<file path="src/rtl/uart_pkg.sv">
// Shared types and constants for the serial transmit subsystem.
package uart_pkg;

   localparam int unsigned BYTE_W = 8;

   typedef enum logic [2:0] {
      IDLE,
      ARB,
      LOAD,
      ACK,
      DONE,
      REL
   } arb_state_e;

endpackage

</file>
<file path="src/rtl/uart_tx_arb_if.sv">
// Requester-side and uart_tx-side signals of the transmit arbiter.
// The slave modport is the arbiter's view; master is the surrounding logic.
interface uart_tx_arb_if
   import uart_pkg::*;
#(
   parameter int unsigned N_REQ = 4
) ();

   logic [N_REQ-1:0]        req_valid_i;
   logic [N_REQ*BYTE_W-1:0] req_data_i;
   logic [N_REQ-1:0]        req_last_i;
   logic [N_REQ-1:0]        req_ready_o;
   logic                    tx_start_o;
   logic [BYTE_W-1:0]       tx_data_o;
   logic                    tx_busy_i;
   logic [N_REQ-1:0]        grant_o;
   logic                    err_ack_o;

   modport master (
      output req_valid_i, req_data_i, req_last_i, tx_busy_i,
      input  req_ready_o, tx_start_o, tx_data_o, grant_o, err_ack_o
   );

   modport slave (
      input  req_valid_i, req_data_i, req_last_i, tx_busy_i,
      output req_ready_o, tx_start_o, tx_data_o, grant_o, err_ack_o
   );

endinterface

</file>
<file path="src/rtl/uart_tx_arb_rr_arbiter.sv">
// Combinational round-robin picker: first active request at or after ptr_i.
module rr_arbiter #(
   parameter int unsigned N = 4
) (
   input  logic [N-1:0]         req_i,
   input  logic [$clog2(N)-1:0] ptr_i,
   output logic [N-1:0]         gnt_o,
   output logic                 any_o
);

   localparam int unsigned PtrW = $clog2(N);

   logic [PtrW-1:0] idx;

   // Walk ptr_i, ptr_i+1, ... (mod N) and grant the first active request
   always_comb begin
      gnt_o = '0;
      any_o = 1'b0;
      idx   = '0;
      for (int unsigned i = 0; i < N; i++) begin
         idx = PtrW'((32'(ptr_i) + i) % N);
         if (!any_o && req_i[idx]) begin
            gnt_o[idx] = 1'b1;
            any_o      = 1'b1;
         end
      end
   end

endmodule

</file>
<file path="src/rtl/uart_tx_arb.sv">
// Packet-granular round-robin arbiter sharing one uart_tx among N_REQ requesters.
// Bytes are handed to uart_tx one at a time through the start/busy handshake.
module uart_tx_arb
   import uart_pkg::*;
#(
   parameter int unsigned N_REQ     = 4,
   parameter int unsigned BURST_MAX = 16,
   parameter int unsigned STALL_MAX = 255,
   parameter int unsigned ACK_MAX   = 64,
   parameter int unsigned GAP_CYC   = 2
) (
   input  logic          clk,
   input  logic          rst_n,
   uart_tx_arb_if.slave  bus
);

   localparam int unsigned PtrW   = $clog2(N_REQ);
   localparam int unsigned CntW   = $clog2(BURST_MAX + 1);
   localparam int unsigned StallW = $clog2(STALL_MAX + 1);
   localparam int unsigned AckW   = $clog2(ACK_MAX + 1);
   localparam int unsigned GapW   = (GAP_CYC > 0) ? $clog2(GAP_CYC + 1) : 1;

   arb_state_e        state_q;
   logic [N_REQ-1:0]  grant_q;
   logic [PtrW-1:0]   ptr_q;
   logic [CntW-1:0]   cnt_q;
   logic [StallW-1:0] stall_q;
   logic [AckW-1:0]   ack_q;
   logic [GapW-1:0]   gap_q;
   logic [BYTE_W-1:0] tx_data_q;
   logic              last_q;
   logic              tx_start_q;
   logic              err_q;

   logic [N_REQ-1:0]  arb_gnt;
   logic              arb_any;
   logic [PtrW-1:0]   win_idx;
   logic [PtrW-1:0]   ptr_next;
   logic [BYTE_W-1:0] sel_data;
   logic              sel_last;
   logic              sel_valid;
   logic              accept;

   rr_arbiter #(
      .N (N_REQ)
   ) u_rr (
      .req_i (bus.req_valid_i),
      .ptr_i (ptr_q),
      .gnt_o (arb_gnt),
      .any_o (arb_any)
   );

   // Mux the granted requester's lane and encode the arbitration winner
   always_comb begin
      sel_data  = '0;
      sel_last  = 1'b0;
      sel_valid = 1'b0;
      win_idx   = '0;
      for (int unsigned i = 0; i < N_REQ; i++) begin
         if (grant_q[i]) begin
            sel_data  = bus.req_data_i[i*BYTE_W +: BYTE_W];
            sel_last  = bus.req_last_i[i];
            sel_valid = bus.req_valid_i[i];
         end
         if (arb_gnt[i]) begin
            win_idx = PtrW'(i);
         end
      end
   end

   assign ptr_next = (32'(win_idx) == N_REQ - 1) ? '0 : win_idx + PtrW'(1);

   // Never accept while uart_tx is still busy, so a start can't land on a live frame
   assign accept = (state_q == LOAD) && sel_valid && !bus.tx_busy_i;

   // Packet sequencer: arbitration, per-byte handshake, stall/burst/ack limits
   always_ff @(posedge clk or negedge rst_n) begin
      if (!rst_n) begin
         state_q    <= IDLE;
         grant_q    <= '0;
         ptr_q      <= '0;
         cnt_q      <= '0;
         stall_q    <= '0;
         ack_q      <= '0;
         gap_q      <= '0;
         tx_data_q  <= '0;
         last_q     <= 1'b0;
         tx_start_q <= 1'b0;
         err_q      <= 1'b0;
      end else begin
         tx_start_q <= 1'b0;
         unique case (state_q)
            IDLE: begin
               if (|bus.req_valid_i) begin
                  state_q <= ARB;
               end
            end
            ARB: begin
               if (arb_any) begin
                  grant_q <= arb_gnt;
                  ptr_q   <= ptr_next;
                  cnt_q   <= '0;
                  stall_q <= '0;
                  state_q <= LOAD;
               end else begin
                  state_q <= IDLE;
               end
            end
            LOAD: begin
               if (accept) begin
                  tx_data_q  <= sel_data;
                  last_q     <= sel_last;
                  tx_start_q <= 1'b1;
                  ack_q      <= '0;
                  if (32'(cnt_q) < BURST_MAX) begin
                     cnt_q <= cnt_q + CntW'(1);
                  end
                  state_q <= ACK;
               end else if (!sel_valid) begin
                  if (32'(stall_q) + 32'd1 >= STALL_MAX) begin
                     grant_q <= '0;
                     gap_q   <= '0;
                     state_q <= REL;
                  end else begin
                     stall_q <= stall_q + StallW'(1);
                  end
               end
            end
            ACK: begin
               if (bus.tx_busy_i) begin
                  state_q <= DONE;
               end else if (32'(ack_q) + 32'd1 >= ACK_MAX) begin
                  // uart_tx never acknowledged: flag it and carry on as if sent
                  err_q   <= 1'b1;
                  state_q <= DONE;
               end else begin
                  ack_q <= ack_q + AckW'(1);
               end
            end
            DONE: begin
               if (!bus.tx_busy_i) begin
                  if (last_q || (32'(cnt_q) >= BURST_MAX)) begin
                     grant_q <= '0;
                     gap_q   <= '0;
                     state_q <= REL;
                  end else begin
                     stall_q <= '0;
                     state_q <= LOAD;
                  end
               end
            end
            REL: begin
               if (32'(gap_q) + 32'd1 >= GAP_CYC) begin
                  state_q <= IDLE;
               end else begin
                  gap_q <= gap_q + GapW'(1);
               end
            end
            default: begin
               state_q <= IDLE;
            end
         endcase
      end
   end

   assign bus.req_ready_o = accept ? grant_q : '0;
   assign bus.tx_start_o  = tx_start_q;
   assign bus.tx_data_o   = tx_data_q;
   assign bus.grant_o     = grant_q;
   assign bus.err_ack_o   = err_q;

endmodule

</file>
<file path="src/flat_wrapper.sv">
// flat-port wrapper written by rule: the top's interface ports become plain ports
module uart_tx_arb_flat import uart_pkg::*;
#(
   parameter int unsigned N_REQ     = 4,
   parameter int unsigned BURST_MAX = 16,
   parameter int unsigned STALL_MAX = 255,
   parameter int unsigned ACK_MAX   = 64,
   parameter int unsigned GAP_CYC   = 2
)
  (clk, rst_n, bus_req_valid_i, bus_req_data_i, bus_req_last_i, bus_tx_busy_i, bus_req_ready_o, bus_tx_start_o, bus_tx_data_o, bus_grant_o, bus_err_ack_o);
  uart_tx_arb_if #(.N_REQ(N_REQ)) bus_i ();
  input  logic clk;
  input  logic rst_n;
  input wire logic [$bits(bus_i.req_valid_i)-1:0] bus_req_valid_i;
  input wire logic [$bits(bus_i.req_data_i)-1:0] bus_req_data_i;
  input wire logic [$bits(bus_i.req_last_i)-1:0] bus_req_last_i;
  input wire logic [$bits(bus_i.tx_busy_i)-1:0] bus_tx_busy_i;
  output wire logic [$bits(bus_i.req_ready_o)-1:0] bus_req_ready_o;
  output wire logic [$bits(bus_i.tx_start_o)-1:0] bus_tx_start_o;
  output wire logic [$bits(bus_i.tx_data_o)-1:0] bus_tx_data_o;
  output wire logic [$bits(bus_i.grant_o)-1:0] bus_grant_o;
  output wire logic [$bits(bus_i.err_ack_o)-1:0] bus_err_ack_o;
  assign bus_i.req_valid_i = bus_req_valid_i;
  assign bus_i.req_data_i = bus_req_data_i;
  assign bus_i.req_last_i = bus_req_last_i;
  assign bus_i.tx_busy_i = bus_tx_busy_i;
  assign bus_req_ready_o = bus_i.req_ready_o;
  assign bus_tx_start_o = bus_i.tx_start_o;
  assign bus_tx_data_o = bus_i.tx_data_o;
  assign bus_grant_o = bus_i.grant_o;
  assign bus_err_ack_o = bus_i.err_ack_o;
  uart_tx_arb #(.N_REQ(N_REQ), .BURST_MAX(BURST_MAX), .STALL_MAX(STALL_MAX), .ACK_MAX(ACK_MAX), .GAP_CYC(GAP_CYC)) u_core (.clk(clk), .rst_n(rst_n), .bus(bus_i));
endmodule
</file>
<file path="config.mk">
export PLATFORM = sky130hd
export DESIGN_NAME = uart_tx_arb_flat
export DESIGN_NICKNAME = d
export VERILOG_FILES = /design/src/rtl/uart_pkg.sv /design/src/rtl/uart_tx_arb_if.sv /design/src/rtl/uart_tx_arb_rr_arbiter.sv /design/src/rtl/uart_tx_arb.sv /design/src/flat_wrapper.sv
export SDC_FILE = /design/constraint.sdc
export NUM_CORES = 1
export LEC_CHECK = 0
export ABC_CLOCK_PERIOD_IN_PS = 6790
export BUFFER_PORTS_ARGS = -buffer_cell sky130_fd_sc_hd__clkbuf_2
export CAP_MARGIN = 20
export CORE_MARGIN = 2
export CORE_UTILIZATION = 40
export CTS_BUF_LIST = sky130_fd_sc_hd__clkbuf_8
export CTS_CLUSTER_DIAMETER = 200
export DETAILED_ROUTE_END_ITERATION = 10
export GPL_TIMING_DRIVEN = 1
export SLEW_MARGIN = 20
export SYNTH_ARGS = -nofsm -noshare
export SYNTH_HDL_FRONTEND = slang
export SYNTH_HIERARCHICAL = 1
export SYNTH_SLANG_ARGS = --single-unit
</file>
<file path="constraint.sdc">
create_clock -name clk -period 6.79 [get_ports clk]
set_clock_uncertainty 0.15 [all_clocks]
set_input_delay 0.679 -clock clk [delete_from_list [all_inputs] [get_ports clk]]
set_output_delay 0.679 -clock clk [all_outputs]
set_load 0.01 [all_outputs]
</file>
==> results of run 1 <==
==> cells in the mapped netlist (all sizes together) (4+ instances only) <==
cell,count
buf,7
a21oi,29
o2bb2ai,7
nor2,37
nand3,12
o31ai,4
nand4,4
nor4,4
o22ai,9
nand2,31
nor2b,5
ha,12
dfrtp,42
nand2b,9
o21ai,21
clkbuf,15
nand3b,4
nor3,20
a21o,5
mux2i,11
and2,4
a221oi,11
inv,14
==> power groups by stage <==
| stage | logic, mW | clock network, mW | registers [mW] |
|---|---|---|---|
| 6_report | 0.786 | 0.203 | 0.470 |
| 5_1_grt | 0.881 | 0.217 | 0.492 |
| 4_1_cts | 0.785 | 0.209 | 0.470 |
| 3_5_place_dp | 0.780 | 0 | 0.473 |
| 3_3_place_gp | 0.770 | 0 | 0.471 |
| 2_1_floorplan | 0.656 | 0 | 0.408 |
==> layer usage <==
metal / up-vias / global-route usage / wire, um
met2: 63 / 0.2983 / 3711
li1: 1480 / - / -
met4: 0 / 0.04779 / 89
met5: - / 0 / 0
met3: 7 / 0.02522 / 318
met1: 1409 / 0.2696 / 3705
==> through the flow <==
stage / hold slack (ns) / setup slack (ns) / cells / area, um^2
floorplan: 0.2334 / 4.315 / 373 / 3158
global placement: 0.3226 / 3.678 / 515 / 3500
detailed placement: 0.3234 / 3.611 / 515 / 3500
CTS: 0.3153 / 3.569 / 523 / 3613
global route: 0.3440 / 3.243 / 523 / 3613
finish: 0.2933 / 3.601 / 523 / 3613
==> flip-flops by register name, summed over array words and instances (netlist names), 2 cells and up <==
signal and cells:
u_core/bus.grant_o 4, u_core/ack_q 7, u_core/gap_q 2, u_core/ptr_q 2, u_core/bus.tx_data_o 8, u_core/stall_q 8, u_core/cnt_q 5, u_core/state_q 3
==> worst paths after layout <==
| check | from | endpoint | slack, ns | depth (start not counted) |
|---|---|---|---|---|
| worst min-delay path | rst_n | u_core/stall_q[4] | 0.29 | 2 |
| worst max-delay path | u_core/state_q[0] | u_core/ack_q[2] | 3.60 | 6 |
| max in group asynchronous | rst_n | u_core/bus.err_ack_o | 5.82 | 2 |
| min in group clk | u_core/bus.err_ack_o | u_core/bus.err_ack_o | 0.34 | 1 |
| worst max register to register | u_core/state_q[0] | u_core/ack_q[2] | 3.60 | 6 |
| worst min register to register | u_core/bus.err_ack_o | u_core/bus.err_ack_o | 0.34 | 1 |
==> final cells by class <==
cell class,instances,area (um^2),share of cell area
clock buffer,5,68.82,0.01904
clock inverter,3,45.04,0.01247
inverter,15,56.30,0.01558
timing repair buffer,62,315.3,0.08726
sequential,42,1051,0.2909
tap,102,127.6,0.03532
multi-input combinational,294,1949,0.5395
==> cells by family after synthesis <==
kind of cell | synth area share
buffers and inverters | 0.04992
AO/OA/AOI/OAI | 0.2651
flip-flops | 0.3328
AND/OR/NAND/NOR | 0.2464
multiplexers | 0.05269
XOR/XNOR | 0.005548
adder cells (fa/ha/maj) | 0.04754
==> results.cfg, run 1 <==
[run_status]
outcome = complete, no violations

[synthesis]
yosysTopAreaCell = dfrtp_1
synthesis.area_um2 = 3158
async_flop_share = 1.000
synth.top_cell.area_share = 0.3328
ys_seq_area_frac = 0.3328
synthTopCellsByArea = dfrtp_1 33%, ha_1 4.8%, a21oi_1 4.6%
synth_ff_type = dfrtp_1
ys_seq_elements = 42
ys_types = 70
syn_avg_cell_area_um2 = 8.467
synthesis.instances = 373
synth_edf_count = 0
yosysWarnings = 6
syn-num-nets = 428

[setup_path]
cp_top_family = simple AND/OR/NAND/NOR gates
crit_path_top_delay_cell = nor2_1
crit_top_cell = o21ai_1
cpPeakStageDelay_ns = 0.72
worstSetupPathType = flop to flop
cp_num_buf_inv = 0
crit_fanout = 16
end_kind = flop
cp.arrival_ns = 3.22
worst_setup_path_start_kind = flop
path_cells = nor3b_2 > o21ai_1 > nor2_1 > o21ai_1 > o21bai_1 > o2bb2ai_1
worstPathRequired_ns = 6.82

[detailed_routing]
vias_per_cell = 5.658
wirelength_mm = 7.823
drc = 0
wl_per_cell_um = 14.96
first_pass_iters = 4
drtIter0Drc = 153
vias = 2959
drtAntennaViolNets = 0

[timing]
finalSetupTns_ns = 0
setup_violations = 0
period_minus_slack_ns = 3.189
slew_headroom = 0.4297
rsz0062_at_grt = false
worst_pin_slew_ns = 0.8523
drv_slew = 0
fmax_mhz = 313.6
hold_viol_final = 0
period_share = 0.4696

[finish]
final_cell_mix = 60 x clkbuf_2, 42 x dfrtp_1, 37 x nor2_1
layout.nets = 475
diodes = 0
final_common_cell = clkbuf_2
fill_cells = 768
final_util = 0.4701
final_layout_size_suffix_gt1_frac = 0.2067
syn2layout_area_growth_pct = 14.42

[floorplanning]
die_area_um2 = 8622
placementRows = 32
die_h_um = 92.86
fp.dieW_um = 92.86
start_util = 0.4108
io_pins = 61
core_um2 = 7687

[pwr]
switching_share = 0.4717
seqPwrFrac = 0.322
power.total_mw = 1.459
power_switching_mw = 0.6883
peakVddDrop_mv = 0.1891
p_int_mw = 0.7708
combPwrFrac = 0.539
power.leakage_nw = 1.592
power_frac_clock = 0.139
powerDensity_nw_per_um2 = 403.8

[grt]
antenna_found_initial = 0
grt_pass1_vias = 2701
grt_max_degree = 43
grt_overflow = 0
grt_use_total = 0.1876
grt_pass1_wl_mm = 13.14

[clocking]
cts_hold_buf = 0
postCtsSetupRepairBufs = 0
clock_latency_ns = 0.30
clockBufferDepth = 2
cts-buffers-inserted = 5
cts_tree = done
cts_sinks = 42
cts.repair.resized = 0
h-tree-depth = 2
root_buffer = clkbuf_8
cts.reportedPaths.clkPinSlew_ns = 0.09

[job]
maxCapViolCount = 0

[placed_design]
gp_congestion = 0.8437
dp_hpwl_mm = 5.657
io_buffers = 60

[min_path]
hp-class = input pin to async pin
(Power assumes the default switching activity.)
==> run 2: changes to the inputs <==
Settings changed: ABC_CLOCK_PERIOD_IN_PS 6790 to 2650.
Clock period 6.79 ns to 2.65 ns, I/O delays scaled along.
==> run 2 against run 1 <==
Compared with the run above: count of clock-buffer cells in the layout unchanged; first-iteration DRC count increased by 37%; wire length increased by 5.3%; worst hold slack got worse by 0.18 ns; final area increased by 5.0%; highest routed layer unchanged; critical path depth increased by 3; largest power group unchanged; sequential power increased by 120%; fmax increased by 28%; final cell count increased by 4.4%; critical endpoint is now u_core/state_q[1]; sequential share of layout area decreased by 1.4 points; worst setup slack got worse by 3.4 ns.
==> results.cfg, run 2 (synthesis gave the netlist of run 1 again) <==
[timing]
period_minus_slack_ns = 2.489
drv_slew = 0
hold_viol_final = 0
slew_headroom = 0.6297
finalSetupTns_ns = 0
worst_pin_slew_ns = 0.5518
fmax_mhz = 401.8
period_share = 0.9392
setup_violations = 0

[placed_design]
io_buffers = 60
dp.cells = 537
gp_congestion = 0.9374
dp_hpwl_mm = 6.026
placed_area_um2 = 3665

[grt]
antenna_found_initial = 0
grt_pass1_wl_mm = 14.06
grt_overflow = 0
grt_max_degree = 43
grt_use_total = 0.1974
grt_pass1_vias = 2916

[clocking]
postCtsSetupRepairBufs = 0
cts-buffers-inserted = 5
cts_sinks = 42
cts.reportedPaths.clkPinSlew_ns = 0.09
h-tree-depth = 2
root_buffer = clkbuf_8
cts_tree = done
clock_latency_ns = 0.30
clockBufferDepth = 2

[setup_path]
worstSetupPathType = flop to flop
rr_endpoint = u_core/state_q[1]
ff2ff_path_depth = 9
worstPathRequired_ns = 2.69
end_kind = flop
regToRegSetupSlack_ns = 0.16
crit_fanout = 6
cp.arrival_ns = 2.52
worst_setup_path_start_kind = flop
r2r_start = u_core/stall_q[0]

[detailed_routing]
wirelength_mm = 8.234
drtAntennaViolNets = 0
first_pass_iters = 5
drc = 0
vias_per_cell = 5.703
wl_per_cell_um = 15.08
vias = 3114
drtIter0Drc = 210

[min_path]
worstHoldStart = bus_req_data_i[27]
hp-class = input pin to flop
min_to = u_core/bus.tx_data_o[3]
hold_depth = 3

[finish]
final_cell_mix = 60 x clkbuf_2, 42 x dfrtp_1, 37 x nor2_1
diodes = 0
stdcell_count = 546
layout.nets = 498
design_area_um2 = 3794
syn2layout_area_growth_pct = 20.13
final_common_cell = clkbuf_2
final_layout_size_suffix_gt1_frac = 0.2477

[pwr]
powerDensity_nw_per_um2 = 1043
power.total_mw = 3.958
power.leakage_nw = 1.704
peakVddDrop_mv = 0.4647

[floorplanning]
start_util = 0.4108
placementRows = 32
core_um2 = 7687
fp.dieW_um = 92.86
io_pins = 61
die_area_um2 = 8622
die_h_um = 92.86

[run_status]
outcome = complete, no violations

[job]
maxCapViolCount = 0
-- run 2: cell count changes in the layout (fill, tap and decap cells not counted) --
cell / previous run / this run
nor3_2: 1 / 2
nor3_1: 19 / 18
buf_4: 2 / 24
dlygate4sd3_1: 0 / 1
-- run 2: what timing repair did --
item                                   CTS  global route
setup endpoints to repair                0             4
resized for setup                        0             1
hold buffers                             1             0
endpoints found under the hold margin   42             0
-- run 2: how the worst max path moves through the flow --
stage | from | to | slack [ns] | depth (start not counted)
3_5_place_dp | u_core/stall_q[0] | u_core/bus.grant_o[2] | 0.15 | 8
4_1_cts | u_core/stall_q[0] | u_core/bus.grant_o[2] | 0.13 | 8
5_1_grt | u_core/stall_q[0] | u_core/bus.grant_o[1] | -0.002 | 8
3_3_place_gp | u_core/stall_q[0] | u_core/bus.grant_o[2] | 0.20 | 8
2_1_floorplan | u_core/ptr_q[1] | u_core/ptr_q[0] | 0.18 | 9
6_report | u_core/stall_q[0] | u_core/state_q[1] | 0.16 | 9
-- run 2: report_power, final --
group / total [mW] / internal (mW) / switching [mW]
Clock: 0.522 / 0.280 / 0.241
Sequential: 1.03 / 0.842 / 0.187
Combinational: 2.41 / 1.02 / 1.39
-- run 2: layout make-up --
type	instances	area (um^2)
inverter	15	56.30
clock inverter	3	45.04
fill	765	3894
clock buffer	5	68.82
sequential	42	1051
timing repair buffer	85	490.5
tap	102	127.6
multi-input combinational	294	1954
-- run 2: critical path, stage by stage (launching register included) --
cell      delay (ns)
dfrtp_1         0.43
inv_1           0.08
ha_1            0.31
o21ba_1         0.18
or4_1           0.46
o31ai_1         0.11
a21oi_1         0.14
buf_4           0.18
a21o_1          0.17
nand2b_1        0.15
-- run 2: per-stage QoR --
stage               worst slack [ns]    util  hold WS (ns)
floorplan                     0.1752       -       -0.1806
global route               -0.002046  0.4935        0.1225
global placement              0.1958  0.4767        0.2311
finish                        0.1610  0.4935        0.1113
detailed placement            0.1455  0.4767        0.2355
CTS                           0.1287  0.4928        0.1093
-- run 2: per-layer routing --
layer	vias up	routed length [um]	track usage
met5	-	0	0
met1	1470	4043	0.2921
met4	0	78	0.05392
li1	1534	-	-
met3	9	470	0.02522
met2	101	3642	0.3025
==> run 3: changes to the inputs <==
Settings changed: ABC_AREA set to 1.
==> run 3 against run 2 <==
Compared with the run above: sequential cell count is the same; worst hold slack lost 0.00086 ns; count of clock-buffer cells in the layout is the same; final cell count grew 16%; critical path depth grew 3; global-route usage shrank 1.4 points; first-iteration DRC count shrank 30%; critical endpoint is now u_core/cnt_q[3].
==> results.cfg, run 3 <==
[placed_design]
placed_area_um2 = 3615
io_buffers = 60
dp_hpwl_mm = 5.918
gp_congestion = 0.8296

[clocking]
root_buffer = clkbuf_8
cts_tree = done
h-tree-depth = 2
cts.reportedPaths.clkPinSlew_ns = 0.08
cts-buffers-inserted = 5
clockBufferDepth = 2
clock_latency_ns = 0.30
cts_sinks = 42

[grt]
grt_pass1_wl_mm = 12.86
grt_max_degree = 24
grt_use_total = 0.1831
grt_overflow = 0
grt_pass1_vias = 2889
antenna_found_initial = 0

[detailed_routing]
wl_per_cell_um = 12.11
vias = 3135
wirelength_mm = 7.663
first_pass_iters = 4
vias_per_cell = 4.953
drc = 0
drtAntennaViolNets = 0
drtIter0Drc = 146

[setup_path]
ff2ff_path_depth = 12
worst_setup_path_start_kind = flop
worstPathRequired_ns = 2.69
cp.arrival_ns = 2.41
end_kind = flop
worstSetupPathType = flop to flop
crit_fanout = 7

[finish]
fill_cells = 792
final_cell_mix = 134 x nand2_1, 60 x clkbuf_2, 53 x nand3_1
diodes = 0
layout.nets = 585
final_common_cell = nand2_1
final_layout_size_suffix_gt1_frac = 0.2429
syn2layout_area_growth_pct = 19.59
design_area_um2 = 3757

[job]
maxCapViolCount = 0

[synthesis]
yosysMostFrequentCell = nand2_1
synthesis.instances = 458
yosysWarnings = 6
ys_seq_area_frac = 0.3345
ys_top_cells_by_count = 134 x nand2_1, 53 x nand3_1, 42 x dfrtp_1
synthesis.area_um2 = 3142
yosysTopAreaCell = dfrtp_1
synth_ff_type = dfrtp_1
synthTopCellsByArea = dfrtp_1 33%, nand2_1 16%, nand3_1 8.4%
syn_avg_cell_area_um2 = 6.860
ys_types = 31
synth_edf_count = 0
synth.top_cell.area_share = 0.3345
syn-num-nets = 513
async_flop_share = 1.000
ys_seq_elements = 42

[pwr]
switching_share = 0.4797
combPwrFrac = 0.583
powerDensity_nw_per_um2 = 938.8
power_switching_mw = 1.692
peakVddDrop_mv = 0.3481
power.leakage_nw = 2.008
power_frac_clock = 0.144
seqPwrFrac = 0.273
p_int_mw = 1.835

[run_status]
outcome = complete, no violations

[timing]
slew_headroom = 0.5877
finalSetupTns_ns = 0
period_share = 0.8936
period_minus_slack_ns = 2.368
worst_pin_slew_ns = 0.6184
drv_slew = 0
hold_viol_final = 0
fmax_mhz = 422.3
setup_violations = 0
rsz0062_at_grt = false

[floorplanning]
die_h_um = 92.63
core_um2 = 7687
start_util = 0.4087
placementRows = 32
fp.dieW_um = 92.63
die_area_um2 = 8579
io_pins = 61

[min_path]
hp-class = input pin to flop
hold_depth = 3
run 3: cell types whose count changed in the layout (fill, tap and decap cells not counted), moves of 10 or more:
cell	previous run	this run
nand3_1	11	53
buf_4	24	14
o21ai_0	15	32
a21oi_1	29	15
inv_2	0	15
inv_1	14	38
nor3_1	18	4
nand2_1	30	134
mux2i_1	11	0
run 3: kinds of logic after synthesis:
| kind of cell | Yosys count | share of synthesized area |
|---|---|---|
| AO/OA/AOI/OAI | 63 | 0.1115 |
| buffers and inverters | 62 | 0.07407 |
| flip-flops | 42 | 0.3345 |
| adder cells (fa/ha/maj) | 12 | 0.04779 |
| XOR/XNOR | 4 | 0.01115 |
| AND/OR/NAND/NOR | 275 | 0.4209 |
run 3: repair_timing:
item | CTS | global route
gates resized for setup | 0 | 0
endpoints found under the setup margin | 0 | 11
endpoints found under the hold margin | 21 | 0
hold buffers | 1 | 0
buffers inserted | 0 | 3
run 3: stage by stage:
step	hold WS [ns]	total power, mW	utilization	cells	setup WS [ns]
after CTS	0.1072	3.490	0.4858	630	0.2351
after global placement	0.1710	2.929	0.4702	621	0.3135
after global routing	0.1346	3.879	0.4888	633	0.03316
final	0.1104	3.527	0.4888	633	0.2821
after floorplan	-0.1806	2.426	-	458	0.2191
after detailed placement	0.1771	2.974	0.4702	621	0.2469
run 3: area by class of cell:
cell class                 count  area (um^2)  area share
inverter                      52        195.2     0.05195
clock buffer                   5        68.82     0.01832
timing repair buffer          75        415.4      0.1106
clock inverter                 3        41.29     0.01099
multi-input combinational    354         1858      0.4945
tap                          102        127.6     0.03397
sequential                    42         1051      0.2797
run 3: layer usage:
layer / global-route usage / part of all wire / vias up
li1: - / - / 1632
met3: 0.02441 / 0.034 / 7
met1: 0.2434 / 0.48 / 1446
met2: 0.3151 / 0.48 / 50
met5: 0 / 0 / -
met4: 0.04779 / 0.011 / 0
run 3: critical path, stage by stage, from the launching register on:
cell and delay [ns]:
dfrtp_1 0.37, inv_2 0.04, ha_1 0.30, inv_1 0.08, nand3_1 0.08, o21a_1 0.20
inv_1 0.05, nand2_1 0.06, nand4_1 0.21, o21ai_1 0.28, nand2_2 0.16, nor3b_1 0.20
nor2_1 0.07
run 3: power by group through the flow:
stage	logic (mW)	clock network [mW]	registers [mW]
floorplan	1.42	0	1.00
global placement	1.96	0	0.968
detailed placement	2.00	0	0.977
CTS	2.00	0.522	0.964
global route	2.35	0.541	0.986
finish	2.06	0.508	0.963
run 3: path summary, 6_finish.rpt:
| path | start | endpoint | slack [ns] |
|---|---|---|---|
| max in group asynchronous | rst_n | u_core/ptr_q[0] | 1.40 |
| worst max register to register | u_core/ptr_q[0] | u_core/cnt_q[3] | 0.28 |
| min in group asynchronous | rst_n | u_core/ack_q[2] | 0.36 |
| worst max-delay path | u_core/ptr_q[0] | u_core/cnt_q[3] | 0.28 |
| worst min-delay path | bus_req_data_i[27] | u_core/bus.tx_data_o[3] | 0.11 |
| worst min register to register | u_core/gap_q[1] | u_core/gap_q[1] | 0.33 |
